## src/rtl/ysyx_041461_mem_lsu_if.sv

```systemverilog
// Memory-side request/response bus of the MEM-stage load/store unit.
// master: LSU side (drives requests, receives ready and responses).
// slave : memory side.
//   mem_req_valid/ready  request handshake
//   mem_req_addr         8-byte aligned address
//   mem_req_wen          1 = store
//   mem_req_wdata/wmask  lane-shifted store data and byte enables
//   mem_resp_valid/rdata response handshake and read data
interface ysyx_041461_mem_lsu_if;
  logic        mem_req_valid;
  logic        mem_req_ready;
  logic [63:0] mem_req_addr;
  logic        mem_req_wen;
  logic [63:0] mem_req_wdata;
  logic [7:0]  mem_req_wmask;
  logic        mem_resp_valid;
  logic [63:0] mem_resp_rdata;

  modport master (
    output mem_req_valid, mem_req_addr, mem_req_wen, mem_req_wdata, mem_req_wmask,
    input  mem_req_ready, mem_resp_valid, mem_resp_rdata
  );

  modport slave (
    input  mem_req_valid, mem_req_addr, mem_req_wen, mem_req_wdata, mem_req_wmask,
    output mem_req_ready, mem_resp_valid, mem_resp_rdata
  );
endinterface

```

## src/rtl/ysyx_041461_mem_lsu.sv

```systemverilog
// MEM-stage load/store unit. Accepts one memop in IDLE, issues a single
// aligned 64-bit request, waits for the response and pulses lsu_done for
// one cycle. Stalls the pipeline while the access is outstanding.
// Ports:
//   clk, rst          clock, synchronous active-high reset
//   lsu_valid_in      instruction present in MEM
//   lsu_ctrl_in       0 NOP,1 LB,2 LH,3 LW,4 LD,5 LBU,6 LHU,7 LWU,8 SB,9 SH,10 SW,11 SD
//   lsu_addr_in       effective byte address
//   lsu_wdata_in      right-aligned store data
//   mem               memory request/response bus (master side)
//   lsu_MEM_out       extended load result, held until the next load completes
//   lsu_stall         pipeline stall (WB register enable low)
//   lsu_done          one-cycle completion pulse
//   lsu_misaligned    misaligned-access trap flag in the DONE cycle
// Build option: YSYX_041461_LSU_MISALIGN_TRAP_EN turns misaligned memops into
// a request-less DONE with lsu_misaligned=1; otherwise the low address bits are
// cleared to natural alignment and lsu_misaligned is 0.
module ysyx_041461_mem_lsu (
  input  logic                        clk,
  input  logic                        rst,
  input  logic                        lsu_valid_in,
  input  logic [3:0]                  lsu_ctrl_in,
  input  logic [63:0]                 lsu_addr_in,
  input  logic [63:0]                 lsu_wdata_in,
  ysyx_041461_mem_lsu_if.master       mem,
  output logic [63:0]                 lsu_MEM_out,
  output logic                        lsu_stall,
  output logic                        lsu_done,
  output logic                        lsu_misaligned
);

  typedef enum logic [1:0] {IDLE, REQ, RESP, DONE} state_e;

  state_e      state_q, state_d;
  logic [1:0]  size_q, size_d;
  logic        sign_q, sign_d;
  logic        wen_q, wen_d;
  logic [2:0]  off_q, off_d;
  logic [63:0] addr_q, addr_d;
  logic [63:0] wdata_q, wdata_d;
  logic [7:0]  wmask_q, wmask_d;
  logic [63:0] out_q, out_d;
`ifdef YSYX_041461_LSU_MISALIGN_TRAP_EN
  logic        mis_q, mis_d;
  logic        is_mis;
`endif

  // Decode of the presented instruction.
  logic        is_op, is_store, is_signed;
  logic [1:0]  size;
  logic [2:0]  align_keep, off;
  logic [7:0]  byte_mask;
  logic [63:0] data_mask;

  always_comb begin
    is_op     = 1'b0;
    is_store  = 1'b0;
    is_signed = 1'b0;
    size      = 2'd0;
    case (lsu_ctrl_in)
      4'd1:  begin is_op = 1'b1; is_signed = 1'b1; size = 2'd0; end
      4'd2:  begin is_op = 1'b1; is_signed = 1'b1; size = 2'd1; end
      4'd3:  begin is_op = 1'b1; is_signed = 1'b1; size = 2'd2; end
      4'd4:  begin is_op = 1'b1; size = 2'd3; end
      4'd5:  begin is_op = 1'b1; size = 2'd0; end
      4'd6:  begin is_op = 1'b1; size = 2'd1; end
      4'd7:  begin is_op = 1'b1; size = 2'd2; end
      4'd8:  begin is_op = 1'b1; is_store = 1'b1; size = 2'd0; end
      4'd9:  begin is_op = 1'b1; is_store = 1'b1; size = 2'd1; end
      4'd10: begin is_op = 1'b1; is_store = 1'b1; size = 2'd2; end
      4'd11: begin is_op = 1'b1; is_store = 1'b1; size = 2'd3; end
      default: ;
    endcase
    if (!lsu_valid_in) is_op = 1'b0;

    align_keep = 3'b000;
    byte_mask  = 8'hFF;
    data_mask  = '1;
    case (size)
      2'd0: begin align_keep = 3'b111; byte_mask = 8'h01; data_mask = 64'h0000_0000_0000_00FF; end
      2'd1: begin align_keep = 3'b110; byte_mask = 8'h03; data_mask = 64'h0000_0000_0000_FFFF; end
      2'd2: begin align_keep = 3'b100; byte_mask = 8'h0F; data_mask = 64'h0000_0000_FFFF_FFFF; end
      default: ;
    endcase
    // Lane offset rounded down to natural alignment of the access size.
    off = lsu_addr_in[2:0] & align_keep;
`ifdef YSYX_041461_LSU_MISALIGN_TRAP_EN
    is_mis = (lsu_addr_in[2:0] & ~align_keep) != 3'b000;
`endif
  end

  // Load result extraction from the response beat.
  logic [63:0] shifted, load_val;
  always_comb begin
    shifted = mem.mem_resp_rdata >> {off_q, 3'b000};
    case (size_q)
      2'd0:    load_val = sign_q ? {{56{shifted[7]}},  shifted[7:0]}  : {56'd0, shifted[7:0]};
      2'd1:    load_val = sign_q ? {{48{shifted[15]}}, shifted[15:0]} : {48'd0, shifted[15:0]};
      2'd2:    load_val = sign_q ? {{32{shifted[31]}}, shifted[31:0]} : {32'd0, shifted[31:0]};
      default: load_val = shifted;
    endcase
  end

  always_comb begin
    state_d = state_q;
    size_d  = size_q;
    sign_d  = sign_q;
    wen_d   = wen_q;
    off_d   = off_q;
    addr_d  = addr_q;
    wdata_d = wdata_q;
    wmask_d = wmask_q;
    out_d   = out_q;
`ifdef YSYX_041461_LSU_MISALIGN_TRAP_EN
    mis_d   = mis_q;
`endif
    case (state_q)
      IDLE: begin
        if (is_op) begin
          size_d  = size;
          sign_d  = is_signed;
          wen_d   = is_store;
          off_d   = off;
          addr_d  = {lsu_addr_in[63:3], 3'b000};
          wmask_d = is_store ? (byte_mask << off) : 8'h00;
          wdata_d = is_store ? ((lsu_wdata_in & data_mask) << {off, 3'b000}) : '0;
          state_d = REQ;
`ifdef YSYX_041461_LSU_MISALIGN_TRAP_EN
          mis_d   = is_mis;
          if (is_mis) state_d = DONE;
`endif
        end
      end
      REQ:  if (mem.mem_req_ready) state_d = RESP;
      RESP: begin
        if (mem.mem_resp_valid) begin
          state_d = DONE;
          if (!wen_q) out_d = load_val;
        end
      end
      default: begin
        state_d = IDLE;
`ifdef YSYX_041461_LSU_MISALIGN_TRAP_EN
        mis_d   = 1'b0;
`endif
      end
    endcase
  end

  always_ff @(posedge clk) begin
    if (rst) begin
      state_q <= IDLE;
      size_q  <= '0;
      sign_q  <= 1'b0;
      wen_q   <= 1'b0;
      off_q   <= '0;
      addr_q  <= '0;
      wdata_q <= '0;
      wmask_q <= '0;
      out_q   <= '0;
`ifdef YSYX_041461_LSU_MISALIGN_TRAP_EN
      mis_q   <= 1'b0;
`endif
    end else begin
      state_q <= state_d;
      size_q  <= size_d;
      sign_q  <= sign_d;
      wen_q   <= wen_d;
      off_q   <= off_d;
      addr_q  <= addr_d;
      wdata_q <= wdata_d;
      wmask_q <= wmask_d;
      out_q   <= out_d;
`ifdef YSYX_041461_LSU_MISALIGN_TRAP_EN
      mis_q   <= mis_d;
`endif
    end
  end

  // Control outputs are gated by rst so they read 0 for the whole reset cycle.
  assign mem.mem_req_valid = !rst && (state_q == REQ);
  assign mem.mem_req_addr  = addr_q;
  assign mem.mem_req_wen   = wen_q;
  assign mem.mem_req_wdata = wdata_q;
  assign mem.mem_req_wmask = wmask_q;
  assign lsu_MEM_out       = out_q;
  assign lsu_stall         = !rst && ((state_q == IDLE && is_op) || state_q == REQ || state_q == RESP);
  assign lsu_done          = !rst && (state_q == DONE);
`ifdef YSYX_041461_LSU_MISALIGN_TRAP_EN
  assign lsu_misaligned    = !rst && (state_q == DONE) && mis_q;
`else
  assign lsu_misaligned    = 1'b0;
`endif

endmodule

```

## src/flat_wrapper.sv

```systemverilog
// flat-port wrapper written by rule: the top's interface ports become plain ports
module ysyx_041461_mem_lsu_flat 
  (clk, rst, lsu_valid_in, lsu_ctrl_in, lsu_addr_in, lsu_wdata_in, lsu_MEM_out, lsu_stall, lsu_done, lsu_misaligned, mem_mem_req_valid, mem_mem_req_addr, mem_mem_req_wen, mem_mem_req_wdata, mem_mem_req_wmask, mem_mem_req_ready, mem_mem_resp_valid, mem_mem_resp_rdata);
  ysyx_041461_mem_lsu_if mem_i ();
  input  logic clk;
  input  logic rst;
  input  logic lsu_valid_in;
  input  logic [3:0] lsu_ctrl_in;
  input  logic [63:0] lsu_addr_in;
  input  logic [63:0] lsu_wdata_in;
  output logic [63:0] lsu_MEM_out;
  output logic lsu_stall;
  output logic lsu_done;
  output logic lsu_misaligned;
  output wire logic [$bits(mem_i.mem_req_valid)-1:0] mem_mem_req_valid;
  output wire logic [$bits(mem_i.mem_req_addr)-1:0] mem_mem_req_addr;
  output wire logic [$bits(mem_i.mem_req_wen)-1:0] mem_mem_req_wen;
  output wire logic [$bits(mem_i.mem_req_wdata)-1:0] mem_mem_req_wdata;
  output wire logic [$bits(mem_i.mem_req_wmask)-1:0] mem_mem_req_wmask;
  input wire logic [$bits(mem_i.mem_req_ready)-1:0] mem_mem_req_ready;
  input wire logic [$bits(mem_i.mem_resp_valid)-1:0] mem_mem_resp_valid;
  input wire logic [$bits(mem_i.mem_resp_rdata)-1:0] mem_mem_resp_rdata;
  assign mem_mem_req_valid = mem_i.mem_req_valid;
  assign mem_mem_req_addr = mem_i.mem_req_addr;
  assign mem_mem_req_wen = mem_i.mem_req_wen;
  assign mem_mem_req_wdata = mem_i.mem_req_wdata;
  assign mem_mem_req_wmask = mem_i.mem_req_wmask;
  assign mem_i.mem_req_ready = mem_mem_req_ready;
  assign mem_i.mem_resp_valid = mem_mem_resp_valid;
  assign mem_i.mem_resp_rdata = mem_mem_resp_rdata;
  ysyx_041461_mem_lsu u_core (.clk(clk), .rst(rst), .lsu_valid_in(lsu_valid_in), .lsu_ctrl_in(lsu_ctrl_in), .lsu_addr_in(lsu_addr_in), .lsu_wdata_in(lsu_wdata_in), .mem(mem_i), .lsu_MEM_out(lsu_MEM_out), .lsu_stall(lsu_stall), .lsu_done(lsu_done), .lsu_misaligned(lsu_misaligned));
endmodule
```

## config.mk

```make
export PLATFORM = sky130hd
export DESIGN_NAME = ysyx_041461_mem_lsu_flat
export DESIGN_NICKNAME = d
export VERILOG_FILES = /design/src/rtl/ysyx_041461_mem_lsu_if.sv /design/src/rtl/ysyx_041461_mem_lsu.sv /design/src/flat_wrapper.sv
export SDC_FILE = /design/constraint.sdc
export NUM_CORES = 1
export LEC_CHECK = 0
export BUFFER_PORTS_ARGS = -buffer_cell sky130_fd_sc_hd__buf_2
export CAP_MARGIN = 20
export CORE_UTILIZATION = 35
export CTS_CLUSTER_DIAMETER = 120
export DETAILED_ROUTE_END_ITERATION = 10
export PLACE_DENSITY = 0.65
export SETUP_SLACK_MARGIN = 0.02
export SLEW_MARGIN = 40
export SYNTH_ARGS = -nofsm -noshare
export SYNTH_HDL_FRONTEND = slang
export SYNTH_SLANG_ARGS = --single-unit
```

## constraint.sdc

```tcl
create_clock -name clk -period 2.9 [get_ports clk]
set_input_delay 0.435 -clock clk [delete_from_list [all_inputs] [get_ports clk]]
set_output_delay 0.435 -clock clk [all_outputs]
set_load 0.05 [all_outputs]
```

After elaboration in Yosys (flattened, before gate mapping)
Index checks and enable logic that the tools add are counted.
{"block": "totals", "ff_bits": 206, "input_bits": 201, "out_inout_bits": 205, "wordCells": 73}
{"block": "op_classes", "n_eq_ne": 21, "shift": 3, "muxes": 18, "bitwise": 3, "n_reduce_logical": 19}
{"op": "case mux 64 bit (3 select lines)", "count": 2}
{"op": "two-way mux 64 bit", "count": 4}
{"op": "bitwise AND 64 bit", "count": 1}
{"op": "left shift 64 x 6 -> 64 bit", "count": 1}
{"op": "right shift 64 x 6 -> 64 bit", "count": 1}
{"op": "case mux 8 bit (3 select lines)", "count": 1}
{"op": "equality test 4 x 3 -> 1 bit (second input constant)", "count": 4}
{"op": "equality test 4 bit (second input constant)", "count": 4}
{"op": "case mux 2 bit (3 select lines)", "count": 2}
{"op": "OR reduction 11 bit", "count": 1}
{"op": "case mux 3 bit (3 select lines)", "count": 1}
{"op": "OR reduction 3 bit", "count": 3}
{"op": "equality test 2 bit (second input constant)", "count": 4}
{"op": "equality test 4 x 2 -> 1 bit (second input constant)", "count": 2}
{"op": "two-way mux 8 bit", "count": 1}
{"op": "left shift 8 x 3 -> 8 bit", "count": 1}
{"op": "equality test 2 x 1 -> 1 bit (second input constant)", "count": 3}
{"op": "zero test 2 bit", "count": 3}
{"op": "two-way mux 2 bit", "count": 3}
{"op": "AND reduction 3 bit", "count": 2}
{"op": "equality test 4 x 1 -> 1 bit (second input constant)", "count": 1}
{"op": "logical AND 1 bit", "count": 4}
{"op": "two-way mux 1 bit", "count": 4}
{"op": "inequality test 2 bit (second input constant)", "count": 2}
{"op": "other kinds (8)", "count": 9}

Depth between registers and ports, before layout
Gate-level depths: netlist (run 1).
{"block": "logic_depth", "ltp_word": 8, "mapped_depth": 9}

Worst setup path after synthesis (run 1)
Ideal clock, no wire load.
{"block": "synth_timing", "path_type": "input to output", "from": "in lsu_ctrl_in[2]", "to": "out lsu_stall", "t_arrival_ps": 2274, "required_ps": 2465, "path_slack_ps": 191, "cell_stages": 6, "cell_sequence": "clkbuf_2 > clkbuf_1 > o2111ai_2 > buf_2 > buf_2 > a21oi_1"}
{"block": "synth_via", "elab_chain_len": 8}
{"item": "start: declaration", "line": "flat_wrapper.sv:8", "source": "input logic [3:0] lsu_ctrl_in;"}
{"item": "equality test 4 x 3 -> 1 bit (tied with other cells)", "line": "ysyx_041461_mem_lsu.sv:60", "source": "case (lsu_ctrl_in)"}
{"item": "OR reduction 11 bit (no source line) *"}
{"item": "two-way mux 1 bit *", "line": "ysyx_041461_mem_lsu.sv:60"}
{"item": "two-way mux 1 bit *", "line": "ysyx_041461_mem_lsu.sv:74", "source": "if (!lsu_valid_in) is_op = 1'b0;"}
{"item": "logical AND 1 bit *", "line": "ysyx_041461_mem_lsu.sv:187", "source": "assign lsu_stall = !rst && ((state_q == IDLE && is_op) || state_q == REQ || state_q == RESP);"}
{"item": "logical OR 1 bit * (2 in series)", "line": "ysyx_041461_mem_lsu.sv:187"}
{"item": "logical AND 1 bit *", "line": "ysyx_041461_mem_lsu.sv:187"}
{"item": "end: declaration", "line": "flat_wrapper.sv:12", "source": "output logic lsu_stall;"}
Every way passes the cells marked *; elsewhere a longest branch is shown, timed or not.

Worst setup path in the final report (run 1)
{"block": "layout_timing", "from": "reg u_core.off_q[2]", "to": "reg u_core.out_q[60] (netlist: u_core.lsu_MEM_out[60])"}
{"block": "layout_via", "elab_chain_len": 3}
{"item": "start: declaration", "line": "ysyx_041461_mem_lsu.sv:38", "source": "logic [2:0] off_q, off_d;"}
{"item": "start signal: assignment", "line": "ysyx_041461_mem_lsu.sv:156", "source": "off_q <= '0;"}
{"item": "start signal: assignment", "line": "ysyx_041461_mem_lsu.sv:169", "source": "off_q <= off_d;"}
{"item": "right shift 64 x 6 -> 64 bit *", "line": "ysyx_041461_mem_lsu.sv:95", "source": "shifted = mem.mem_resp_rdata >> {off_q, 3'b000};"}
{"item": "two-way mux 64 bit (on tied branches)", "line": "ysyx_041461_mem_lsu.sv:99, ysyx_041461_mem_lsu.sv:97, ysyx_041461_mem_lsu.sv:98"}
{"item": "case mux 64 bit (3 select lines) *", "line": "ysyx_041461_mem_lsu.sv:96", "source": "case (size_q)"}
{"item": "end signal: assignment", "line": "ysyx_041461_mem_lsu.sv:173", "source": "out_q <= out_d;"}
{"item": "end: declaration", "line": "ysyx_041461_mem_lsu.sv:42", "source": "logic [63:0] out_q, out_d;"}
Marks and branches as above.
A chain may end at the register's enable or synchronous reset.

==> impl_metrics.prom, run 1 <==
# TYPE chip_impl_metric gauge
chip_impl_metric{name="relative_contribution_of_combinational_cells_to_total_power",unit="%"} 37.7
chip_impl_metric{name="place_congestion",unit=""} 0.9131
chip_impl_metric{name="postSynthCellCount",unit=""} 1226
chip_impl_info{name="critPathMostFrequentCell",value="sky130_fd_sc_hd__buf_4"} 1
chip_impl_metric{name="ios",unit=""} 406
chip_impl_metric{name="drt-vias-per-instance",unit=""} 5.438
chip_impl_metric{name="maxSlewHeadroom",unit="%"} 44.38
chip_impl_metric{name="ant_nets",unit=""} 0
chip_impl_metric{name="grt-ovfl-total",unit=""} 0
chip_impl_metric{name="grt_usage",unit="%"} 24.18
chip_impl_info{name="tritoncts_clock_tree",value="yes"} 1
chip_impl_metric{name="reg2reg_setup_slack",unit="ps"} 430
chip_impl_info{name="crit_path_end_kind",value="flop"} 1
chip_impl_metric{name="slew_violations",unit=""} 0
chip_impl_metric{name="post-place-ws",unit="ps"} 432.2
chip_impl_metric{name="dieHeight",unit="µm"} 171.4
chip_impl_metric{name="fin_setup_tns",unit="ps"} 0
chip_impl_metric{name="fill_cells",unit=""} 2782
chip_impl_metric{name="final_min_period_over_clock_period",unit="%"} 85.12
chip_impl_info{name="crit_path_start_kind",value="flop"} 1
chip_impl_metric{name="vdd.ir_drop.worst",unit="mV"} 0.4964
chip_impl_metric{name="met2RoutedLength",unit="µm"} 18290
chip_impl_metric{name="number_of_global_route_vias_before_repair",unit=""} 9806
chip_impl_metric{name="core_area",unit="µm²"} 28010
chip_impl_metric{name="critical_path_depth",unit=""} 7
chip_impl_metric{name="wl_met3",unit="µm"} 3071
chip_impl_metric{name="post_layout_nonfiller_instances",unit=""} 1981
chip_impl_metric{name="worst_ep_arrival_time",unit="ps"} 2830
chip_impl_metric{name="period_needed",unit="ps"} 2469
chip_impl_metric{name="die_w",unit="µm"} 171.4
chip_impl_metric{name="synth_seq_area_share",unit="%"} 41.05
chip_impl_metric{name="count_of_flip_flops_with_a_built_in_enable_after_synthesis",unit=""} 0
chip_impl_metric{name="rows",unit=""} 61
chip_impl_info{name="layout.cells.most_common",value="sky130_fd_sc_hd__buf_2"} 1
chip_impl_metric{name="netlist-cell-type-count",unit=""} 56
chip_impl_metric{name="dieArea",unit="µm²"} 29390
chip_impl_metric{name="internal-power",unit="mW"} 6.058
chip_impl_metric{name="wl_met1",unit="µm"} 15380
chip_impl_metric{name="pwr-share-clk",unit="%"} 29.1
chip_impl_metric{name="hold_ws",unit="ps"} 153.8
chip_impl_metric{name="cpPeakStageDelay",unit="ps"} 520
chip_impl_metric{name="wl",unit="µm"} 37750
chip_impl_metric{name="pwrdens",unit="nW/µm²"} 783.2
chip_impl_metric{name="cts_setup_buffers",unit=""} 0
chip_impl_metric{name="cts_hold_buffers",unit=""} 0
chip_impl_info{name="mostFrequentLayoutCells",value="sky130_fd_sc_hd__buf_2 (400), sky130_fd_sc_hd__nand2_1 (234), sky130_fd_sc_hd__dfxtp_1 (204)"} 1
chip_impl_metric{name="finalCoreUtilization",unit="%"} 47.15
chip_impl_info{name="root_buffer",value="sky130_fd_sc_hd__clkbuf_16"} 1
chip_impl_metric{name="clk_transition_reported_paths",unit="ps"} 60
chip_impl_metric{name="postSynthRegisterBits",unit=""} 206
chip_impl_metric{name="async_flop_share",unit="%"} 0
chip_impl_metric{name="area_growth",unit="%"} 31.44
chip_impl_info{name="ys_dominant_reg_cell",value="sky130_fd_sc_hd__dfxtp_1"} 1
chip_impl_info{name="status",value="finished clean"} 1
chip_impl_info{name="startpoint",value="u_core.off_q[2]"} 1
chip_impl_metric{name="syn_avg_cell_area",unit="µm²"} 8.195
chip_impl_metric{name="setup_viol_count_final",unit=""} 0
chip_impl_metric{name="netlist_area",unit="µm²"} 10050
chip_impl_metric{name="pin_count_of_the_biggest_net_entering_global_routing",unit=""} 82
chip_impl_metric{name="final-hold-violation-count",unit=""} 0
chip_impl_info{name="critical_path.reg2reg.startpoint",value="u_core.off_q[2]"} 1
chip_impl_metric{name="count_of_maximum_capacitance_violations",unit=""} 0
chip_impl_metric{name="p_sw",unit="mW"} 4.285
chip_impl_metric{name="worst_margin_pin_slew",unit="ps"} 813.3
chip_impl_metric{name="dr.first_iter.drc_count",unit=""} 1150
chip_impl_metric{name="design_area",unit="µm²"} 13210
chip_impl_metric{name="floorplan.initialDensity",unit="%"} 35.87
chip_impl_metric{name="wl_per_cell",unit="µm"} 19.06
chip_impl_info{name="crit_slowest_cell",value="sky130_fd_sc_hd__dfxtp_1"} 1
chip_impl_metric{name="ctsResizeCount",unit=""} 0
chip_impl_metric{name="crit_path_max_fanout",unit=""} 35
chip_impl_metric{name="layout_setup_ws",unit="ps"} 431.5
chip_impl_metric{name="drt_drc_violations_left",unit=""} 0
chip_impl_metric{name="sw_frac_of_total",unit="%"} 41.43
chip_impl_metric{name="number_of_antenna_violations_at_the_first_check_in_global_routing",unit=""} 1
chip_impl_metric{name="timing.critical_path.required",unit="ps"} 3260
chip_impl_info{name="critical_path.endpoint",value="u_core.lsu_MEM_out[60]"} 1
chip_impl_metric{name="max-clock-path-buffers",unit=""} 3
chip_impl_metric{name="clock_sinks",unit=""} 206
chip_impl_metric{name="place.detailed.instances",unit=""} 1937
chip_impl_metric{name="ctsHtreeMaxLevel",unit=""} 1
chip_impl_metric{name="clock_insertion_delay_worst_skew",unit="ps"} 520
chip_impl_metric{name="cts_buffers",unit=""} 24
chip_impl_metric{name="port_buffers",unit=""} 401
chip_impl_metric{name="first_pass_iters",unit=""} 6
chip_impl_info{name="crit_type",value="reg -> reg"} 1
chip_impl_metric{name="total_power",unit="mW"} 10.34
chip_impl_metric{name="p_leak",unit="nW"} 5.619
chip_impl_metric{name="yosys_warnings",unit=""} 0
chip_impl_metric{name="final_nets",unit=""} 1790
chip_impl_metric{name="diodes",unit=""} 0
chip_impl_metric{name="seqPwrFrac",unit="%"} 33.2
chip_impl_info{name="dr.max_layer_used",value="met5"} 1
chip_impl_info{name="setup_repair_after_global_routing_missed_its_margin",value="no"} 1
chip_impl_metric{name="placed_cell_area",unit="µm²"} 12410
chip_impl_metric{name="num_vias",unit=""} 10772
chip_impl_info{name="crit-reg2reg-capture",value="u_core.lsu_MEM_out[60]"} 1
chip_impl_metric{name="grt_first_pass_wirelength",unit="µm"} 55730
chip_impl_metric{name="max_freq",unit="MHz"} 405.1
chip_impl_metric{name="reg2regPathDepth",unit=""} 7
chip_impl_info{name="critical_path.cell_chain",value="buf_4 -> nand2b_1 -> o22ai_1 -> nor3_2 -> a311oi_4 -> buf_4 -> a211oi_1"} 1
chip_impl_metric{name="place.detailed.hpwl",unit="µm"} 27380
chip_impl_info{name="hold_path.class",value="in -> reg"} 1
chip_impl_metric{name="final_layout_size_suffix_gt1_share",unit="%"} 32.31
chip_impl_metric{name="critical_path_buf_inv_count",unit=""} 2
chip_impl_metric{name="timing.clock.skew",unit="ps"} 10.99
chip_impl_info{name="worst_path_dominant_cell_family",value="buffers and inverters"} 1
-- synth_stat cells, types with 2 or more instances --
| master | number | area (µm²) |
|---|---|---|
| sky130_fd_sc_hd__nand2_1 | 234 | 878.3 |
| sky130_fd_sc_hd__dfxtp_1 | 206 | 4124 |
| sky130_fd_sc_hd__a21oi_1 | 131 | 655.6 |
| sky130_fd_sc_hd__nor2_1 | 118 | 442.9 |
| sky130_fd_sc_hd__a211oi_1 | 61 | 457.9 |
| sky130_fd_sc_hd__clkbuf_1 | 59 | 221.5 |
| sky130_fd_sc_hd__mux2i_1 | 56 | 560.5 |
| sky130_fd_sc_hd__buf_2 | 36 | 180.2 |
| sky130_fd_sc_hd__a22oi_1 | 29 | 217.7 |
| sky130_fd_sc_hd__nand3_1 | 29 | 145.1 |
| sky130_fd_sc_hd__o21ai_0 | 29 | 145.1 |
| sky130_fd_sc_hd__a32oi_1 | 23 | 201.4 |
| sky130_fd_sc_hd__nor2b_1 | 19 | 118.9 |
| sky130_fd_sc_hd__inv_1 | 17 | 63.81 |
| sky130_fd_sc_hd__a311oi_1 | 16 | 140.1 |
| sky130_fd_sc_hd__nand2b_1 | 15 | 93.84 |
| sky130_fd_sc_hd__mux2_2 | 12 | 135.1 |
| sky130_fd_sc_hd__a221o_1 | 9 | 90.09 |
| sky130_fd_sc_hd__and2_1 | 9 | 56.30 |
| sky130_fd_sc_hd__mux4_2 | 9 | 202.7 |
| sky130_fd_sc_hd__o2bb2ai_1 | 9 | 78.83 |
| sky130_fd_sc_hd__a221oi_1 | 8 | 70.07 |
| sky130_fd_sc_hd__a222oi_1 | 8 | 80.08 |
| sky130_fd_sc_hd__a32o_1 | 8 | 80.08 |
| sky130_fd_sc_hd__nor3_1 | 8 | 40.04 |
| sky130_fd_sc_hd__o221ai_1 | 8 | 70.07 |
| sky130_fd_sc_hd__o22ai_1 | 8 | 50.05 |
| sky130_fd_sc_hd__buf_1 | 6 | 22.52 |
| sky130_fd_sc_hd__o211ai_1 | 6 | 45.04 |
| sky130_fd_sc_hd__buf_4 | 5 | 37.54 |
| sky130_fd_sc_hd__ha_1 | 4 | 50.05 |
| sky130_fd_sc_hd__buf_6 | 3 | 33.78 |
| sky130_fd_sc_hd__a31oi_2 | 2 | 25.02 |
| sky130_fd_sc_hd__and3b_1 | 2 | 17.52 |
| sky130_fd_sc_hd__nor3b_1 | 2 | 15.01 |
| sky130_fd_sc_hd__o31ai_1 | 2 | 15.01 |
-- final cells by class --
class,count,area (µm²),area share [%]
Multi-Input combinational cell,895,5401,40.90
Sequential cell,206,4126,31.25
Timing Repair Buffer,440,2347,17.77
Clock buffer,37,750.7,5.685
Tap cell,378,473.0,3.581
Inverter,18,67.56,0.5116
Clock inverter,7,40.04,0.3032
-- state kept, by name, summed over array words and instances (netlist names) --
register                  count
u_core.mem.mem_req_addr      61
u_core.mem.mem_req_wdata     64
u_core.mem.mem_req_wen        1
u_core.off_q                  3
u_core.lsu_MEM_out           64
u_core.state_q                2
u_core.size_q                 2
u_core.sign_q                 1
u_core.mem.mem_req_wmask      8
-- worst register-to-register path: cells and delay by family, from the launching register on --
family                 cells  cell delay (ps)
AOI/OAI and AO/OA          3              700
DFF                        1              520
and+or+nand+nor            2              250
buffers and inverters      2              830
-- metal layers --
layer | up-vias | track usage [%]
li1 | 5124 | -
met1 | 5057 | 30.39
met2 | 521 | 40.98
met3 | 68 | 5.085
met4 | 2 | 7.880
met5 | - | 0
-- cells by family after synthesis --
group | synth area share, %
flops | 41.05
compound gates | 25.03
buf+inv | 5.654
mux | 8.941
other cells | 0.03732
fa+ha+maj | 0.4982
simple gates | 18.79
-- worst min path at each step --
stage                                   endpoint  cells past startpoint                          from
global route         u_core.mem.mem_req_addr[49]                      3               lsu_addr_in[49]
detailed placement  u_core.mem.mem_req_wdata[32]                      2  u_core.mem.mem_req_wdata[32]
floorplan                          u_core.sign_q                      2                 u_core.sign_q
finish               u_core.mem.mem_req_addr[49]                      3               lsu_addr_in[49]
global placement    u_core.mem.mem_req_wdata[32]                      2  u_core.mem.mem_req_wdata[32]
CTS                  u_core.mem.mem_req_addr[14]                      3               lsu_addr_in[14]
-- power by group through the flow --
stage,Sequential (mW),Combinational (mW),Clock (mW)
finish,3.43,3.89,3.01
global route,3.49,4.16,3.21
CTS,3.43,3.90,3.10
detailed placement,3.49,3.89,0
global placement,3.48,3.86,0
floorplan,4.67,1.59,0
No activity file was read; power rests on OpenSTA's default activity.
==> run 2: changes to the inputs <==
--- a/config.mk
+++ b/config.mk
@@ -5,14 +5,16 @@
 export SDC_FILE = /design/constraint.sdc
 export NUM_CORES = 1
 export LEC_CHECK = 0
+export ABC_AREA = 1
 export BUFFER_PORTS_ARGS = -buffer_cell sky130_fd_sc_hd__buf_2
 export CAP_MARGIN = 20
 export CORE_UTILIZATION = 35
 export CTS_CLUSTER_DIAMETER = 120
 export DETAILED_ROUTE_END_ITERATION = 10
-export PLACE_DENSITY = 0.65
+export PLACE_DENSITY = 0.67
 export SETUP_SLACK_MARGIN = 0.02
 export SLEW_MARGIN = 40
 export SYNTH_ARGS = -nofsm -noshare
 export SYNTH_HDL_FRONTEND = slang
 export SYNTH_SLANG_ARGS = --single-unit
+export TNS_END_PERCENT = 30
==> constraint.sdc (replaced) <==
create_clock -name clk -period 2.1 [get_ports clk]
set_input_delay 0.315 -clock clk [delete_from_list [all_inputs] [get_ports clk]]
set_output_delay 0.315 -clock clk [all_outputs]
set_load 0.05 [all_outputs]
==> run 2 against run 1 <==
Total power rose by 53%. Design area up 8.0%. Clock power up 47%. Sequential power up 41%. Critical path depth did not move. Global-route usage grew 1.7 points. Sequential share of layout area down 2.3 points. Sequential cell count unchanged. Clock skew up 15 ps. Synthesized area grew 3.6%. Count of clock-buffer cells in the layout fell by 3. Critical path type is now reg -> out.
==> impl_metrics.prom, run 2 <==
# TYPE chip_impl_metric gauge
chip_impl_metric{name="async_flop_share",unit="%"} 0
chip_impl_metric{name="placed_cell_area",unit="µm²"} 12970
chip_impl_info{name="hold_path.class",value="in -> reg"} 1
chip_impl_metric{name="syn_avg_cell_area",unit="µm²"} 6.615
chip_impl_metric{name="setup_viol_count_final",unit=""} 0
chip_impl_info{name="tritoncts_clock_tree",value="yes"} 1
chip_impl_metric{name="relative_contribution_of_combinational_cells_to_total_power",unit="%"} 41.6
chip_impl_metric{name="die_w",unit="µm"} 174.4
chip_impl_metric{name="synth_seq_area_share",unit="%"} 39.63
chip_impl_metric{name="dr.first_iter.drc_count",unit=""} 951
chip_impl_metric{name="max-clock-path-buffers",unit=""} 3
chip_impl_metric{name="postSynthCellCount",unit=""} 1573
chip_impl_metric{name="hold_depth",unit=""} 3
chip_impl_info{name="setup_repair_after_global_routing_missed_its_margin",value="yes"} 1
chip_impl_metric{name="wl",unit="µm"} 40990
chip_impl_metric{name="grt_first_pass_wirelength",unit="µm"} 62810
chip_impl_metric{name="drt_drc_violations_left",unit=""} 0
chip_impl_metric{name="final_min_period_over_clock_period",unit="%"} 94.51
chip_impl_info{name="status",value="finished clean"} 1
chip_impl_metric{name="number_of_antenna_violations_at_the_first_check_in_global_routing",unit=""} 6
chip_impl_metric{name="final_layout_size_suffix_gt1_share",unit="%"} 28.01
chip_impl_metric{name="design_area",unit="µm²"} 14260
chip_impl_metric{name="netlist_area",unit="µm²"} 10400
chip_impl_metric{name="ios",unit=""} 406
chip_impl_metric{name="floorplan.initialDensity",unit="%"} 35.86
chip_impl_metric{name="rows",unit=""} 62
chip_impl_metric{name="worst_ep_arrival_time",unit="ps"} 1670
chip_impl_info{name="layout.cells.most_common",value="sky130_fd_sc_hd__buf_2"} 1
chip_impl_info{name="synth_top_cells_by_count",value="sky130_fd_sc_hd__nand2_1 (371), sky130_fd_sc_hd__nor2_1 (260), sky130_fd_sc_hd__o21ai_0 (227)"} 1
chip_impl_info{name="ys_dominant_reg_cell",value="sky130_fd_sc_hd__dfxtp_1"} 1
chip_impl_info{name="hold-path-endpoint",value="u_core.mem.mem_req_addr[4]"} 1
chip_impl_metric{name="postSynthRegisterBits",unit=""} 206
chip_impl_info{name="crit-reg2reg-capture",value="u_core.lsu_MEM_out[12]"} 1
chip_impl_metric{name="first_pass_iters",unit=""} 5
chip_impl_info{name="yosysMostFrequentCell",value="sky130_fd_sc_hd__nand2_1"} 1
chip_impl_metric{name="place_congestion",unit=""} 0.9692
chip_impl_metric{name="number_of_global_route_vias_before_repair",unit=""} 11232
chip_impl_info{name="crit_path_end_kind",value="output port"} 1
chip_impl_info{name="critical_path.reg2reg.startpoint",value="u_core.off_q[0]"} 1
chip_impl_metric{name="clock_sinks",unit=""} 206
chip_impl_metric{name="final_nets",unit=""} 2196
chip_impl_metric{name="fin_setup_tns",unit="ps"} 0
chip_impl_metric{name="grt_usage",unit="%"} 25.88
chip_impl_metric{name="place.detailed.hpwl",unit="µm"} 30540
chip_impl_info{name="hold_start",value="lsu_addr_in[4]"} 1
chip_impl_metric{name="timing.clock.skew",unit="ps"} 25.55
chip_impl_metric{name="count_of_maximum_capacitance_violations",unit=""} 0
chip_impl_metric{name="sw_frac_of_total",unit="%"} 43.60
chip_impl_metric{name="reg2reg_setup_slack",unit="ps"} 210
chip_impl_metric{name="vdd.ir_drop.worst",unit="mV"} 0.6977
chip_impl_metric{name="crit_path_max_fanout",unit=""} 4
chip_impl_metric{name="timing.critical_path.required",unit="ps"} 1780
chip_impl_metric{name="yosys.area.top_type_share",unit="%"} 39.63
chip_impl_metric{name="dieHeight",unit="µm"} 174.4
chip_impl_metric{name="final-hold-violation-count",unit=""} 0
chip_impl_metric{name="slew_violations",unit=""} 0
chip_impl_metric{name="period_needed",unit="ps"} 1985
chip_impl_metric{name="num_vias",unit=""} 12170
chip_impl_metric{name="count_of_flip_flops_with_a_built_in_enable_after_synthesis",unit=""} 0
chip_impl_metric{name="ctsHtreeMaxLevel",unit=""} 1
chip_impl_metric{name="grt-ovfl-total",unit=""} 0
chip_impl_metric{name="max_freq",unit="MHz"} 503.8
chip_impl_info{name="crit_path_start_kind",value="flop"} 1
chip_impl_metric{name="port_buffers",unit=""} 401
chip_impl_metric{name="netlist-cell-type-count",unit=""} 40
chip_impl_metric{name="pwr-share-clk",unit="%"} 27.9
chip_impl_metric{name="critical_path_buf_inv_count",unit=""} 4
chip_impl_metric{name="yosys_warnings",unit=""} 0
chip_impl_metric{name="clk_transition_reported_paths",unit="ps"} 60
chip_impl_info{name="yosys-top-cells-area",value="sky130_fd_sc_hd__dfxtp_1 (40%), sky130_fd_sc_hd__nand2_1 (13%), sky130_fd_sc_hd__o21ai_0 (11%)"} 1
chip_impl_metric{name="reg2regPathDepth",unit=""} 10
chip_impl_metric{name="drt-vias-per-instance",unit=""} 5.075
chip_impl_metric{name="cpPeakStageDelay",unit="ps"} 340
chip_impl_metric{name="p_sw",unit="mW"} 6.908
chip_impl_metric{name="p_leak",unit="nW"} 6.975
chip_impl_info{name="root_buffer",value="sky130_fd_sc_hd__clkbuf_16"} 1
chip_impl_info{name="mostFrequentLayoutCells",value="sky130_fd_sc_hd__buf_2 (400), sky130_fd_sc_hd__nand2_1 (371), sky130_fd_sc_hd__nor2_1 (259)"} 1
chip_impl_info{name="critical_path.cell_chain",value="inv_1 -> ha_2 -> inv_2 -> nor2_8 -> inv_4 -> a31oi_4 -> buf_6"} 1
chip_impl_metric{name="pin_count_of_the_biggest_net_entering_global_routing",unit=""} 86
chip_impl_info{name="worst_path_dominant_cell_family",value="buffers and inverters"} 1
chip_impl_metric{name="area_growth",unit="%"} 37.10
chip_impl_metric{name="ant_nets",unit=""} 0
chip_impl_info{name="synth.largest_area_cell",value="sky130_fd_sc_hd__dfxtp_1"} 1
chip_impl_metric{name="internal-power",unit="mW"} 8.937
chip_impl_metric{name="core_area",unit="µm²"} 29010
chip_impl_info{name="crit_slowest_cell",value="sky130_fd_sc_hd__dfxtp_1"} 1
chip_impl_metric{name="pwrdens",unit="nW/µm²"} 1111
chip_impl_info{name="crit_type",value="reg -> out"} 1
chip_impl_metric{name="wl_per_cell",unit="µm"} 17.09
chip_impl_metric{name="clock_insertion_delay_worst_skew",unit="ps"} 540
chip_impl_metric{name="seqPwrFrac",unit="%"} 30.5
chip_impl_metric{name="dieArea",unit="µm²"} 30420
chip_impl_metric{name="cts_buffers",unit=""} 25
-- run 2: cell count changes in the layout (fill, tap and decap cells not counted), moves of 23 or more --
cell | previous run | this run
sky130_fd_sc_hd__inv_1 | 17 | 62
sky130_fd_sc_hd__a32oi_1 | 23 | 0
sky130_fd_sc_hd__nand2_1 | 234 | 371
sky130_fd_sc_hd__a211oi_1 | 61 | 1
sky130_fd_sc_hd__nand3_1 | 29 | 112
sky130_fd_sc_hd__mux2i_1 | 56 | 5
sky130_fd_sc_hd__nor2_1 | 117 | 259
sky130_fd_sc_hd__o21ai_0 | 29 | 225
sky130_fd_sc_hd__a22oi_1 | 29 | 0
sky130_fd_sc_hd__dlygate4sd3_1 | 0 | 40
sky130_fd_sc_hd__a21oi_1 | 131 | 103
-- run 2: timing repair --
action,4_1_cts,5_1_grt
hold buffers,40,0
hold endpoints to repair,40,0
pin swaps,1,0
cloned,0,0
gates resized for setup,3,5
buffers inserted,1,0
endpoints found under the setup margin,1,4
-- run 2: cell families after synthesis --
| group | synth area share, % |
|---|---|
| compound gates | 19.41 |
| fa+ha+maj | 0.4810 |
| buf+inv | 8.550 |
| flops | 39.63 |
| mux | 0.4810 |
| other cells | 0.03604 |
| simple gates | 31.41 |
-- run 2: layout make-up --
type,instances,area [µm²]
fillers,2916,14750
multi-input cells,1175,5428
flip-flops and latches,206,4129
repair buffers,506,3064
clock buffers,34,709.4
well taps,384,480.5
inverters,77,300.3
clock inverters,12,143.9
diodes,4,10.01
-- run 2: per-stage QoR --
| stage | worst slack [ps] | util (%) | std cells | hold WS (ps) | power, mW |
|---|---|---|---|---|---|
| after floorplan | 100.6 | - | 1576 | 449.9 | 9.342 |
| after global placement | 187.0 | 44.72 | 2307 | 449.7 | 11.27 |
| after detailed placement | 150.2 | 44.72 | 2307 | 451.9 | 11.31 |
| after CTS | 37.37 | 49.09 | 2394 | 0.2483 | 15.88 |
| after global routing | 12.07 | 49.14 | 2395 | 13.75 | 16.64 |
| final | 115.2 | 49.17 | 2398 | 23.83 | 15.84 |
-- run 2: worst max-delay path by stage --
stage | start | end | slack (ps) | depth (start not counted)
4_1_cts | u_core.state_q[0] | lsu_stall | 40 | 7
5_1_grt | u_core.state_q[1] | lsu_stall | 10 | 7
2_1_floorplan | u_core.state_q[0] | lsu_stall | 100 | 8
3_3_place_gp | u_core.off_q[0] | u_core.lsu_MEM_out[3] | 190 | 8
6_report | u_core.state_q[0] | lsu_stall | 120 | 7
3_5_place_dp | lsu_ctrl_in[1] | u_core.mem.mem_req_wdata[42] | 150 | 12
-- run 2: power groups by stage --
stage / Sequential (mW) / Combinational [mW] / Clock (mW)
finish: 4.83 / 6.59 / 4.43
CTS: 4.82 / 6.51 / 4.55
floorplan: 6.66 / 2.68 / 0
global placement: 4.88 / 6.39 / 0
detailed placement: 4.89 / 6.42 / 0
global route: 4.89 / 7.08 / 4.68
-- run 2: worst register-to-register path: cells and delay by family, from the launching register on --
kind / cells / cell delay (ps)
AND/OR/NAND/NOR: 5 / 430
buffers and inverters: 3 / 540
AO/OA/AOI/OAI: 2 / 490
flip-flops: 1 / 370
-- run 2: routing by layer --
layer  wire, µm  vias to the layer above  GRT usage [%]
li1           -                     5985              -
met1      17870                     5514          34.80
met2      18290                      598          40.99
met3       3610                       69          5.927
met4       1191                        4          7.785
met5         25                        -              0
